<file path="src/rtl/usb_packet_arbiter_pkg.sv">
// Shared types and constants for the USB packet arbiter.
// Holds the FSM state enum, source IDs and the default burst weight.
package usb_arb_package;

    typedef enum logic [1:0] {
        ARB_IDLE         = 2'd0,
        ARB_GRANT_SAMPLE = 2'd1,
        ARB_GRANT_STATUS = 2'd2
    } usb_arb_state_t;

    localparam logic USB_ARB_SRC_SAMPLE = 1'b0;
    localparam logic USB_ARB_SRC_STATUS = 1'b1;

    localparam int USB_ARB_SAMPLE_BURST = 4;

endpackage

</file>
<file path="src/rtl/usb_packet_arbiter_if.sv">
// Byte-oriented AXI-Stream bundle shared by the arbiter sources and sink.
// Source drives the beat, Sink returns tready.
interface axis_interface #(
    parameter int DATA_WIDTH = 8
) ();
    localparam int KEEP_WIDTH = (DATA_WIDTH + 7) / 8;

    logic [DATA_WIDTH-1:0] tdata;
    logic [KEEP_WIDTH-1:0] tkeep;
    logic                  tvalid;
    logic                  tready;
    logic                  tlast;
    logic                  tid;
    logic                  tdest;
    logic                  tuser;

    modport Source (
        output tdata, tkeep, tvalid, tlast, tid, tdest, tuser,
        input  tready
    );

    modport Sink (
        input  tdata, tkeep, tvalid, tlast, tid, tdest, tuser,
        output tready
    );
endinterface

</file>
<file path="src/rtl/usb_packet_arbiter_counter.sv">
// 16-bit wrap-around packet counter used for the optional arbiter stats.
// Reset wins over a coincident increment strobe.
module usb_arb_packet_counter (
    input  logic        clk,
    input  logic        rst,
    input  logic        inc_i,
    output logic [15:0] count_o
);
    logic [15:0] count_q;
    logic [15:0] count_d;

    assign count_d = inc_i ? count_q + 16'd1 : count_q;
    assign count_o = count_q;

    always_ff @(posedge clk) begin
        if (rst) begin
            count_q <= '0;
        end else begin
            count_q <= count_d;
        end
    end
endmodule

</file>
<file path="src/rtl/usb_packet_arbiter.sv">
// Packet-atomic weighted round-robin arbiter: sample vs status onto USB.
// Define USB_ARB_STATS_EN to build the per-source packet counters.
module usb_packet_arbiter
    import usb_arb_package::*;
#(
    parameter int DATA_WIDTH   = 8,
    parameter int SAMPLE_BURST = USB_ARB_SAMPLE_BURST
) (
    input  logic          clk,
    input  logic          rst,
    axis_interface.Sink   sample_stream,
    axis_interface.Sink   status_stream,
    axis_interface.Source usb_stream
`ifdef USB_ARB_STATS_EN
   ,output logic [15:0]   pkt_count_sample,
    output logic [15:0]   pkt_count_status
`endif
);
    localparam logic [3:0] BURST_MAX = 4'(SAMPLE_BURST);

    usb_arb_state_t state_q, state_d;
    logic [3:0]     burst_q, burst_d;
    logic [3:0]     burst_inc;

    logic [DATA_WIDTH-1:0] data_mux;
    logic                  sel_valid;
    logic                  sel_last;
    logic                  beat_end;
    logic                  s_vld;
    logic                  t_vld;

    assign s_vld = sample_stream.tvalid;
    assign t_vld = status_stream.tvalid;

    // Combinational pass-through from whichever sink currently owns the bus
    always_comb begin
        data_mux         = '0;
        sel_valid        = 1'b0;
        sel_last         = 1'b0;
        usb_stream.tkeep = '0;
        unique case (state_q)
            ARB_GRANT_SAMPLE: begin
                data_mux         = sample_stream.tdata;
                sel_valid        = sample_stream.tvalid;
                sel_last         = sample_stream.tlast;
                usb_stream.tkeep = sample_stream.tkeep;
            end
            ARB_GRANT_STATUS: begin
                data_mux         = status_stream.tdata;
                sel_valid        = status_stream.tvalid;
                sel_last         = status_stream.tlast;
                usb_stream.tkeep = status_stream.tkeep;
            end
            default: ;
        endcase
    end

    assign usb_stream.tdata  = data_mux;
    assign usb_stream.tvalid = sel_valid;
    assign usb_stream.tlast  = sel_last;
    assign usb_stream.tuser  = 1'b0;
    assign usb_stream.tdest  = 1'b0;
    assign usb_stream.tid    = (state_q == ARB_GRANT_STATUS)
                             ? USB_ARB_SRC_STATUS : USB_ARB_SRC_SAMPLE;

    assign sample_stream.tready = (state_q == ARB_GRANT_SAMPLE)
                                & usb_stream.tready;
    assign status_stream.tready = (state_q == ARB_GRANT_STATUS)
                                & usb_stream.tready;

    assign beat_end  = sel_valid & usb_stream.tready & sel_last;
    assign burst_inc = (burst_q < BURST_MAX) ? burst_q + 4'd1 : burst_q;

    always_comb begin
        state_d = state_q;
        burst_d = burst_q;
        unique case (state_q)
            ARB_IDLE: begin
                unique case (1'b1)
                    (s_vld && !t_vld):
                        state_d = ARB_GRANT_SAMPLE;
                    (!s_vld && t_vld):
                        state_d = ARB_GRANT_STATUS;
                    (s_vld && t_vld && burst_q < BURST_MAX):
                        state_d = ARB_GRANT_SAMPLE;
                    (s_vld && t_vld && burst_q >= BURST_MAX):
                        state_d = ARB_GRANT_STATUS;
                    default: ;
                endcase
            end
            ARB_GRANT_SAMPLE: begin
                if (beat_end) begin
                    state_d = ARB_IDLE;
                    burst_d = t_vld ? burst_inc : 4'd0;
                end
            end
            ARB_GRANT_STATUS: begin
                if (beat_end) begin
                    state_d = ARB_IDLE;
                    burst_d = 4'd0;
                end
            end
            default: state_d = ARB_IDLE;
        endcase
    end

    always_ff @(posedge clk) begin
        if (rst) begin
            state_q <= ARB_IDLE;
            burst_q <= '0;
        end else begin
            state_q <= state_d;
            burst_q <= burst_d;
        end
    end

`ifdef USB_ARB_STATS_EN
    logic inc_sample;
    logic inc_status;

    assign inc_sample = beat_end & (state_q == ARB_GRANT_SAMPLE);
    assign inc_status = beat_end & (state_q == ARB_GRANT_STATUS);

    usb_arb_packet_counter u_cnt_sample (
        .clk     (clk),
        .rst     (rst),
        .inc_i   (inc_sample),
        .count_o (pkt_count_sample)
    );

    usb_arb_packet_counter u_cnt_status (
        .clk     (clk),
        .rst     (rst),
        .inc_i   (inc_status),
        .count_o (pkt_count_status)
    );
`endif
endmodule

</file>
<file path="src/flat_wrapper.sv">
// flat-port wrapper written by rule: the top's interface ports become plain ports
module usb_packet_arbiter_flat import usb_arb_package::*;
#(
    parameter int DATA_WIDTH   = 8,
    parameter int SAMPLE_BURST = USB_ARB_SAMPLE_BURST
)
  (clk, rst, sample_stream_tdata, sample_stream_tkeep, sample_stream_tvalid, sample_stream_tlast, sample_stream_tid, sample_stream_tdest, sample_stream_tuser, sample_stream_tready, status_stream_tdata, status_stream_tkeep, status_stream_tvalid, status_stream_tlast, status_stream_tid, status_stream_tdest, status_stream_tuser, status_stream_tready, usb_stream_tdata, usb_stream_tkeep, usb_stream_tvalid, usb_stream_tlast, usb_stream_tid, usb_stream_tdest, usb_stream_tuser, usb_stream_tready);
  axis_interface #(.DATA_WIDTH(DATA_WIDTH)) sample_stream_i ();
  axis_interface #(.DATA_WIDTH(DATA_WIDTH)) status_stream_i ();
  axis_interface #(.DATA_WIDTH(DATA_WIDTH)) usb_stream_i ();
  input  logic clk;
  input  logic rst;
  input wire logic [$bits(sample_stream_i.tdata)-1:0] sample_stream_tdata;
  input wire logic [$bits(sample_stream_i.tkeep)-1:0] sample_stream_tkeep;
  input wire logic [$bits(sample_stream_i.tvalid)-1:0] sample_stream_tvalid;
  input wire logic [$bits(sample_stream_i.tlast)-1:0] sample_stream_tlast;
  input wire logic [$bits(sample_stream_i.tid)-1:0] sample_stream_tid;
  input wire logic [$bits(sample_stream_i.tdest)-1:0] sample_stream_tdest;
  input wire logic [$bits(sample_stream_i.tuser)-1:0] sample_stream_tuser;
  output wire logic [$bits(sample_stream_i.tready)-1:0] sample_stream_tready;
  input wire logic [$bits(status_stream_i.tdata)-1:0] status_stream_tdata;
  input wire logic [$bits(status_stream_i.tkeep)-1:0] status_stream_tkeep;
  input wire logic [$bits(status_stream_i.tvalid)-1:0] status_stream_tvalid;
  input wire logic [$bits(status_stream_i.tlast)-1:0] status_stream_tlast;
  input wire logic [$bits(status_stream_i.tid)-1:0] status_stream_tid;
  input wire logic [$bits(status_stream_i.tdest)-1:0] status_stream_tdest;
  input wire logic [$bits(status_stream_i.tuser)-1:0] status_stream_tuser;
  output wire logic [$bits(status_stream_i.tready)-1:0] status_stream_tready;
  output wire logic [$bits(usb_stream_i.tdata)-1:0] usb_stream_tdata;
  output wire logic [$bits(usb_stream_i.tkeep)-1:0] usb_stream_tkeep;
  output wire logic [$bits(usb_stream_i.tvalid)-1:0] usb_stream_tvalid;
  output wire logic [$bits(usb_stream_i.tlast)-1:0] usb_stream_tlast;
  output wire logic [$bits(usb_stream_i.tid)-1:0] usb_stream_tid;
  output wire logic [$bits(usb_stream_i.tdest)-1:0] usb_stream_tdest;
  output wire logic [$bits(usb_stream_i.tuser)-1:0] usb_stream_tuser;
  input wire logic [$bits(usb_stream_i.tready)-1:0] usb_stream_tready;
  assign sample_stream_i.tdata = sample_stream_tdata;
  assign sample_stream_i.tkeep = sample_stream_tkeep;
  assign sample_stream_i.tvalid = sample_stream_tvalid;
  assign sample_stream_i.tlast = sample_stream_tlast;
  assign sample_stream_i.tid = sample_stream_tid;
  assign sample_stream_i.tdest = sample_stream_tdest;
  assign sample_stream_i.tuser = sample_stream_tuser;
  assign sample_stream_tready = sample_stream_i.tready;
  assign status_stream_i.tdata = status_stream_tdata;
  assign status_stream_i.tkeep = status_stream_tkeep;
  assign status_stream_i.tvalid = status_stream_tvalid;
  assign status_stream_i.tlast = status_stream_tlast;
  assign status_stream_i.tid = status_stream_tid;
  assign status_stream_i.tdest = status_stream_tdest;
  assign status_stream_i.tuser = status_stream_tuser;
  assign status_stream_tready = status_stream_i.tready;
  assign usb_stream_tdata = usb_stream_i.tdata;
  assign usb_stream_tkeep = usb_stream_i.tkeep;
  assign usb_stream_tvalid = usb_stream_i.tvalid;
  assign usb_stream_tlast = usb_stream_i.tlast;
  assign usb_stream_tid = usb_stream_i.tid;
  assign usb_stream_tdest = usb_stream_i.tdest;
  assign usb_stream_tuser = usb_stream_i.tuser;
  assign usb_stream_i.tready = usb_stream_tready;
  usb_packet_arbiter #(.DATA_WIDTH(DATA_WIDTH), .SAMPLE_BURST(SAMPLE_BURST)) u_core (.clk(clk), .rst(rst), .sample_stream(sample_stream_i), .status_stream(status_stream_i), .usb_stream(usb_stream_i));
endmodule
</file>
<file path="config.mk">
export PLATFORM = sky130hd
export DESIGN_NAME = usb_packet_arbiter_flat
export DESIGN_NICKNAME = d
export VERILOG_FILES = /design/src/rtl/usb_packet_arbiter_pkg.sv /design/src/rtl/usb_packet_arbiter_if.sv /design/src/rtl/usb_packet_arbiter_counter.sv /design/src/rtl/usb_packet_arbiter.sv /design/src/flat_wrapper.sv
export SDC_FILE = /design/constraint.sdc
export NUM_CORES = 1
export LEC_CHECK = 0
export BUFFER_PORTS_ARGS = -buffer_cell sky130_fd_sc_hd__buf_2
export CORE_MARGIN = 5
export CORE_UTILIZATION = 38
export CTS_CLUSTER_DIAMETER = 80
export CTS_CLUSTER_SIZE = 30
export DETAILED_ROUTE_END_ITERATION = 12
export PLACE_DENSITY = 0.8
export SETUP_SLACK_MARGIN = 0.4
export SYNTH_ARGS = -nofsm -noshare
export SYNTH_HDL_FRONTEND = slang
export SYNTH_SLANG_ARGS = --single-unit
</file>
<file path="constraint.sdc">
create_clock -name clk -period 2.1 [get_ports clk]
set_clock_uncertainty 0.15 [all_clocks]
set_input_delay 0.315 -clock clk [delete_from_list [all_inputs] [get_ports clk]]
set_output_delay 0.315 -clock clk [all_outputs]
set_load 0.1 [all_outputs]
</file>
; ---- Yosys cells after proc, flatten, opt, wreduce, memory -nomap -nowiden
; Cells that the tools add are included.
[word_totals]
ff_bits = 6
input_bits = 31
wordCells = 43
[op_classes]
addsub = 1
magnitude_cmp = 2
eq_ne = 7
mux = 13
bitwise = 4
n_reduce_logical = 14
[ops]
columns = op, count
row1 = $mux 4, 4
row2 = $pmux 8 s2, 1
row3 = $pmux 2 s2, 2
row4 = $pmux 4 s2, 1
row5 = $ne 2x1->1 const B, 3
row6 = $ne 3x3->1 const B, 2
row7 = $pmux 1 s2, 3
row8 = $reduce_or 2->1, 3
row9 = $logic_and 1x1->1, 5
row10 = $add 4x1->4 const B, 1
row11 = $and 1x1->1, 4
row12 = $ge 4x3->1 const B, 1
row13 = $lt 4x3->1 const B, 1
row14 = $reduce_and 4->1, 1
row15 = $eq 2x1->1 const B, 1
row16 = $eq 2x2->1 const B, 1
row17 = $logic_not 1->1, 2
row18 = $logic_not 2->1, 1
row19 = $mux 2, 1
row20 = $reduce_and 2->1, 1
row21 = $reduce_bool 2->1, 1
row22 = $mux 1, 1

; ---- Depth between registers and ports, before layout
; Gate-level depths: netlist of run 1.
[logic_depth]
depth_word = 6
mapped_depth = 7

; ---- Worst setup path after synthesis of run 1
; Ideal clock, no wire load.
[synth_timing]
path_type = flip-flop to output port
startpoint = register u_core.state_q[0]
endpoint = output usb_stream_tvalid
t_arrival_ns = 3.637
path_slack_ns = -2.002
path_stages_with_launch = 5
path_buffers = 0
cell_sequence = dfxtp_1 -> inv_1 -> ha_1 -> nand2_1 -> a21boi_0
[synth_between]
elab_chain_len = 2
elab_cells_between_ends = 3
cone_classes = 2 x eq/ne / 1 x mux
[synth_rtl]
columns = element, line_no
row1 = start: declaration, usb_packet_arbiter.sv:21  ; usb_arb_state_t state_q, state_d;
row2 = start signal: assignment, usb_packet_arbiter.sv:112  ; state_q <= state_d;
row3 = $eq 2x2->1 or $eq 2x1->1 (tied branches), usb_packet_arbiter.sv:41  ; unique case (state_q)
row4 = $pmux 1 s2 *, usb_packet_arbiter.sv:41
row5 = end: declaration, flat_wrapper.sv:31  ; output wire logic [$bits(usb_stream_i.tvalid)-1:0] usb_stream_tvalid;
; Mark *: on every way between the ends. The rest lies on a longest branch, timed or not.

; ---- Worst setup path in the final report of run 1
[layout_timing]
startpoint = register u_core.state_q[1]
endpoint = register u_core.burst_q[1]
[layout_between]
elab_chain_len = 6
elab_cells_between_ends = 12
cone_classes = 5 x eq/ne / 3 x mux / 2 x bitwise / 2 x reduce/logical
[layout_rtl]
columns = element, line_no
row1 = $eq 2x2->1 or $eq 2x1->1 (tied branches), "usb_packet_arbiter.sv:41, usb_packet_arbiter.sv:77"
row2 = $pmux 1 s2, usb_packet_arbiter.sv:41
row3 = $and 1x1->1 (2 in series), usb_packet_arbiter.sv:71  ; assign beat_end = sel_valid & usb_stream.tready & sel_last;
row4 = $ne 2x1->1 (no line), --
row5 = $reduce_and 4->1 (no line), --
row6 = end signal: assignment, usb_packet_arbiter.sv:113  ; burst_q <= burst_d;
row7 = end: declaration, usb_packet_arbiter.sv:22  ; logic [3:0] burst_q, burst_d;
; Several ways; a longest one is shown, not always the timed one.
; A chain may end at the register's enable or synchronous reset.

==> flow_summary.ini, run 1 <==
[pwr]
leakagePower_uw = 0.0005216
power.switching_uw = 521.0
swShare = 0.4690
internal_power_uw = 589.9
vdd_ir_drop_max_mv = 0.7648
power_frac_seq = 0.124
power.combinational.fraction = 0.778
pwr-share-clk = 0.098
power-per-cell-area_nw_per_um2 = 789.3

[worst_setup_path]
critical_path.startpoint_type = register
category_of_cells_accounting_for_the_largest_share_of_critical_path_delay = compound AO/OA/AOI/OAI gates
worstPathBufferInverterCount = 1
arrival_time_at_the_worst_endpoint_ps = 2010
crit_path_cell_trace = inv_4 > ha_4 > o211ai_1 > o2111ai_2 > or4b_1 > a21oi_1
max_stage_delay_ps = 560
reg2reg_setup_slack_ps = 100
ff2ff_path_depth = 6
timing_worst_setup_path_type = reg -> reg
required_ps = 2110
crit_slowest_cell = sky130_fd_sc_hd__or4b_1
r2r_start = u_core.state_q[1]$_SDFFE_PP0P_
worstReg2RegEnd = u_core.burst_q[1]$_SDFFE_PP0P_
worst-path-max-fanout = 6
crit_path_end_kind = register

[floorplan]
die-width_um = 49.55
pin_count = 47
core.rowCount = 14
core_area_um2 = 1489
initial_core_utilization = 0.3992
dieArea_um2 = 2455
die_h_um = 49.55

[worst_hold_path]
whs_path_depth = 2
hold_path_class = in -> reg
worst_hold_startpoint = rst
min_to = u_core.burst_q[0]$_SDFFE_PP0P_

[cells_and_area]
area_growth_syn_to_layout_pct = 136.8
area_of_the_multi_input_gates_um2 = 663.1
finish.net_count = 163
final_common_cell = sky130_fd_sc_hd__buf_2
register_area_um2 = 127.6
final_cell_mix = sky130_fd_sc_hd__buf_2, sky130_fd_sc_hd__buf_12, sky130_fd_sc_hd__a22oi_2, sky130_fd_sc_hd__nor2b_4
post_route_cells_drive_above_1_share = 0.7302
utilization = 0.9454
fillers = 45
diodes = 0

[timing]
slew_violations = 0
setup_tns_ps = 0
rsz_0062_raised_after_global_routing = true
achievable-frequency_ghz = 0.5000
timing.final.crit_period_ps = 2000
layout_worst_path_cycle_share = 0.9523
report.final.setup_viol = 0
finalHoldViolations = 0

[routing]
detail_route.drc_violations = 0
postRouteAntennaNets = 0
drt_pre_antenna_iters = 4
routed_wire_length_per_instance_um = 23.90
detailroute.via_count = 870
detailed_route_vias_per_instance = 6.127
route.final.wire_length_mm = 3.394
drtIter0Drc = 34

[cts]
ctsHtreeMaxLevel = 1
clock-sinks = 6
clockRootBuffer = sky130_fd_sc_hd__clkbuf_4
cts_buffer_depth = 2
clock_insertion_delay_worst_skew_ps = 250
numCtsBuffers = 3
path_clk_slew_ps = 50
tritoncts = yes

[synth]
syn-mean-instance-area_um2 = 7.619
netlist_area_before_placement_um2 = 594.3
register_bit_total_from_synthesis = 6
postSynth.asyncResetShare = 0
post_synth_inst_count = 78
synthDistinctLibCells = 30
synth_sequential_area_ratio = 0.2021
yosys_warnings = 0
synth_flop_cell = sky130_fd_sc_hd__dfxtp_1
number_of_synthesized_flops_with_an_enable_pin = 0

[global_route]
grt_pass1_vias = 810
number_of_antenna_violations_at_the_first_check_in_global_routing = 0
grtUsageTotal = 0.2219
grt.overflow.total = 0
grt_pass1_wl_mm = 4.202
grt_max_degree = 9

[outcome]
status = finished, final reports clean

[run]
max_cap_violations = 0

[placed_design]
routabilityCongestion = 0.7764
place.port_buffers = 38
hpwlAfterDp_mm = 1.688
power groups by stage:
stage                     Sequential, uW  Combinational, uW  Clock (uW)
final                                137                864         109
after global routing                 138                894         120
after CTS                            136                806         107
after detailed placement             132                641           0
after global placement               131                626           0
after floorplan                      131                503           0
cells in the mapped netlist (2+ instances only):
cell | instances | area [um^2]
sky130_fd_sc_hd__nor2b_1 | 12 | 75.07
sky130_fd_sc_hd__a22oi_1 | 10 | 75.07
sky130_fd_sc_hd__dfxtp_1 | 6 | 120.1
sky130_fd_sc_hd__ha_1 | 4 | 50.05
sky130_fd_sc_hd__nor2_1 | 4 | 15.01
sky130_fd_sc_hd__a21oi_1 | 3 | 15.01
sky130_fd_sc_hd__buf_4 | 3 | 22.52
sky130_fd_sc_hd__clkbuf_1 | 3 | 11.26
sky130_fd_sc_hd__inv_1 | 3 | 11.26
sky130_fd_sc_hd__nand2_1 | 3 | 11.26
sky130_fd_sc_hd__nand2b_1 | 3 | 18.77
sky130_fd_sc_hd__nand3_1 | 3 | 15.01
sky130_fd_sc_hd__o21ai_0 | 3 | 15.01
sky130_fd_sc_hd__and2_1 | 2 | 12.51
how the worst max path moves through the flow:
stage | start | endpoint | slack [ps] | cells after the start
6_report | u_core.state_q[1]$_SDFFE_PP0P_ | u_core.burst_q[1]$_SDFFE_PP0P_ | 100 | 6
5_1_grt | u_core.state_q[1]$_SDFFE_PP0P_ | u_core.burst_q[1]$_SDFFE_PP0P_ | 4 | 6
4_1_cts | u_core.state_q[1]$_SDFFE_PP0P_ | usb_stream_tvalid | 170 | 6
3_5_place_dp | u_core.state_q[1]$_SDFFE_PP0P_ | u_core.burst_q[1]$_SDFFE_PP0P_ | 150 | 6
3_3_place_gp | u_core.state_q[1]$_SDFFE_PP0P_ | u_core.burst_q[1]$_SDFFE_PP0P_ | 210 | 6
2_1_floorplan | u_core.state_q[0]$_SDFFE_PP0P_ | usb_stream_tdata[0] | 80 | 5
cells by family (layout without fill, tap and decap cells):
| kind of cell | Yosys count | count (layout) | synth area share |
|---|---|---|---|
| fa+ha+maj | 4 | 4 | 0.08421 |
| mux | 1 | 1 | 0.01684 |
| simple gates | 33 | 33 | 0.3242 |
| compound gates | 24 | 24 | 0.2905 |
| other cells | 1 | 2 | 0.006310 |
| flops | 6 | 6 | 0.2021 |
| buf+inv | 9 | 56 | 0.07578 |
per-layer routing:
metal / share of wire / global-route usage
met1: 0.38 / 0.2500
met2: 0.49 / 0.4068
met3: 0.087 / 0.03313
met4: 0.040 / 0.08734
met5: 0 / 0
stage by stage:
step	area, um^2	power, uW	setup slack [ps]	hold slack [ps]	cells
6_report	1408	1111	100.2	201.5	142
5_1_grt	1408	1152	4.323	216.3	142
4_1_cts	1349	1049	169.8	181.3	139
3_5_place_dp	1144	772.7	149.2	332.0	130
3_3_place_gp	1144	757.8	205.5	316.4	130
2_1_floorplan	805.8	634.3	77.10	234.1	79
cell type report:
| class | instances | area share |
|---|---|---|
| timing repair buffer | 50 | 0.3964 |
| multi-input combinational | 64 | 0.4711 |
| tap | 16 | 0.01422 |
| clock buffer | 3 | 0.01600 |
| inverter | 3 | 0.01156 |
| sequential | 6 | 0.09067 |
registers in the layout (all words and copies together), names as in the netlist:
| name | count |
|---|---|
| u_core.burst_q | 4 |
| u_core.state_q | 2 |
worst reg2reg max path, stage by stage, from the launching register on:
cell	delay [ps]
sky130_fd_sc_hd__dfxtp_4	380
sky130_fd_sc_hd__inv_4	60
sky130_fd_sc_hd__ha_4	200
sky130_fd_sc_hd__o211ai_1	140
sky130_fd_sc_hd__o2111ai_2	250
sky130_fd_sc_hd__or4b_1	560
sky130_fd_sc_hd__a21oi_1	170
what timing repair did:
action,in CTS,in global routing
gates resized for setup,27,9
cloned,2,0
hold buffers,0,0
pin swaps,11,8
setup buffers,4,3
setup endpoints to repair,18,20
Power figures use the tool's default switching activity.
==> run 2, diff against run 1 <==
Settings changed: CORE_MARGIN 5 to 1.5, PLACE_DENSITY 0.8 to 0.78.
==> run 2 against run 1 <==
Net effect: cell area is 1.1% lower; highest routed layer unchanged; via count rose by 3.1%; die area decreased by 26%; sequential share of layout area shrank 0.082 points; non-clock buffer count up 4; global-route usage grew 5.2 points; wire length down 11%; utilization decreased by 1.0 points; first-iteration DRC count up 44%; register-to-register slack worse by 50 ps.
==> flow_summary.ini, run 2 (same netlist as run 1, synthesis figures left out) <==
[worst_setup_path]
reg2reg_setup_slack_ps = 50
timing_worst_setup_path_type = reg -> reg
required_ps = 2130
arrival_time_at_the_worst_endpoint_ps = 2080
critical_path.startpoint_type = register
crit_path_end_kind = register
worst-path-max-fanout = 6

[cells_and_area]
biggestRegsByFlops = u_core.burst_q: 4 flops, u_core.state_q: 2 flops
utilization = 0.9353
final_cell_mix = sky130_fd_sc_hd__buf_2, sky130_fd_sc_hd__buf_12, sky130_fd_sc_hd__buf_4, sky130_fd_sc_hd__a22oi_2, sky130_fd_sc_hd__nor2b_4
finish.instance_area_um2 = 1393
finish.net_count = 167
diodes = 0
area_growth_syn_to_layout_pct = 134.3
final_common_cell = sky130_fd_sc_hd__buf_2
max_ffs_per_register = 4
post_route_cells_drive_above_1_share = 0.7462
registers.top_by_ff_count = u_core.burst_q

[placed_design]
place.port_buffers = 38
routabilityCongestion = 0.7950
hpwlAfterDp_mm = 1.367
dpl-instance-area_um2 = 1159

[outcome]
status = finished, final reports clean

[timing]
layout_worst_path_cycle_share = 0.9762
rsz_0062_raised_after_global_routing = true
finalHoldViolations = 0
timing.final.crit_period_ps = 2050
whs_ps = 184.2
achievable-frequency_ghz = 0.4878
report.final.setup_viol = 0
setup_tns_ps = 0
slew_violations = 0

[global_route]
grt_max_degree = 9
number_of_antenna_violations_at_the_first_check_in_global_routing = 0
grtUsageTotal = 0.2743
global_route_met2_utilization = 0.4800
grt_most_used_layer = met2
grt_pass1_wl_mm = 3.753
grtUsageMet1 = 0.3368
grt_util_met3 = 0.04310
grt_pass1_vias = 775
grt.overflow.total = 0

[routing]
detail_route.drc_violations = 0
drtIter0Drc = 49
drt_pre_antenna_iters = 4
postRouteAntennaNets = 0
route.final.wire_length_mm = 3.032
detailroute.via_count = 897
detailed_route_vias_per_instance = 6.144
routed_wire_length_per_instance_um = 20.77

[floorplan]
die_h_um = 42.55
core.rowCount = 14
initial_core_utilization = 0.3992
die-width_um = 42.55
pin_count = 47
core_area_um2 = 1489
dieArea_um2 = 1810

[cts]
clock-sinks = 6
cts_buffer_depth = 2
tritoncts = yes
holdBufCountCts = 0
ctsHtreeMaxLevel = 1
clock_insertion_delay_worst_skew_ps = 250
path_clk_slew_ps = 50
clockRootBuffer = sky130_fd_sc_hd__clkbuf_4
numCtsBuffers = 3

[pwr]
total_power_of_the_final_layout_uw = 1083
power-per-cell-area_nw_per_um2 = 777.7
vdd_ir_drop_max_mv = 0.6151
leakagePower_uw = 0.0005307

[run]
max_cap_violations = 0

[worst_hold_path]
hold_path_class = in -> reg
-- run 2: cell types whose count changed in the layout (fill, tap and decap cells not counted), sizes merged --
cell and change:
buf +4
-- run 2: routing by layer --
metal | part of all wire | wire [um]
met3 | 0.070 | 212
met2 | 0.52 | 1574
met1 | 0.39 | 1197
met4 | 0.016 | 47
met5 | 0 | 0
-- run 2: timing repair --
| action | in CTS | in global routing |
|---|---|---|
| pin swaps | 12 | 1 |
| resized for setup | 21 | 9 |
| setup endpoints to repair | 20 | 20 |
| setup buffers | 6 | 4 |
| hold endpoints to repair | 0 | 0 |
| cloned | 1 | 0 |
-- run 2: worst max-delay path: stages, from the launching register on --
cell and delay, ps:
sky130_fd_sc_hd__dfxtp_2 350, sky130_fd_sc_hd__inv_4 60, sky130_fd_sc_hd__ha_4 170, sky130_fd_sc_hd__buf_4 140, sky130_fd_sc_hd__o211ai_1 110, sky130_fd_sc_hd__o2111ai_2 270
sky130_fd_sc_hd__or4b_1 590, sky130_fd_sc_hd__a21oi_2 130
-- run 2: final timing paths --
kind	start	to	cells past startpoint
setup / recovery	u_core.state_q[1]$_SDFFE_PP0P_	u_core.burst_q[1]$_SDFFE_PP0P_	7
hold / removal	rst	u_core.burst_q[0]$_SDFFE_PP0P_	2
setup reg to reg	u_core.state_q[1]$_SDFFE_PP0P_	u_core.burst_q[1]$_SDFFE_PP0P_	7
hold reg to reg	u_core.burst_q[3]$_SDFFE_PP0P_	u_core.burst_q[3]$_SDFFE_PP0P_	1
-- run 2: layout make-up --
| type | instances | area (um^2) |
|---|---|---|
| multi-input cells | 64 | 665.6 |
| repair buffers | 54 | 543.0 |
| flip-flops and latches | 6 | 125.1 |
| fillers | 45 | 96.34 |
| clock buffers | 3 | 22.52 |
| well taps | 16 | 20.02 |
| inverters | 3 | 16.27 |
-- run 2: power by group --
part	switching [uW]	internal (uW)	total [uW]	leakage [uW]
clock	45.1	64.9	110	0.0000138
combinational	452	387	838	0.000467
sequential	9.98	125	135	0.0000497
-- run 2: through the flow --
| step | instances | worst slack [ps] |
|---|---|---|
| global placement | 132 | 165.3 |
| finish | 146 | 50.06 |
| CTS | 142 | 151.5 |
| detailed placement | 132 | 87.32 |
| floorplan | 79 | 77.10 |
| global route | 146 | -3.870 |
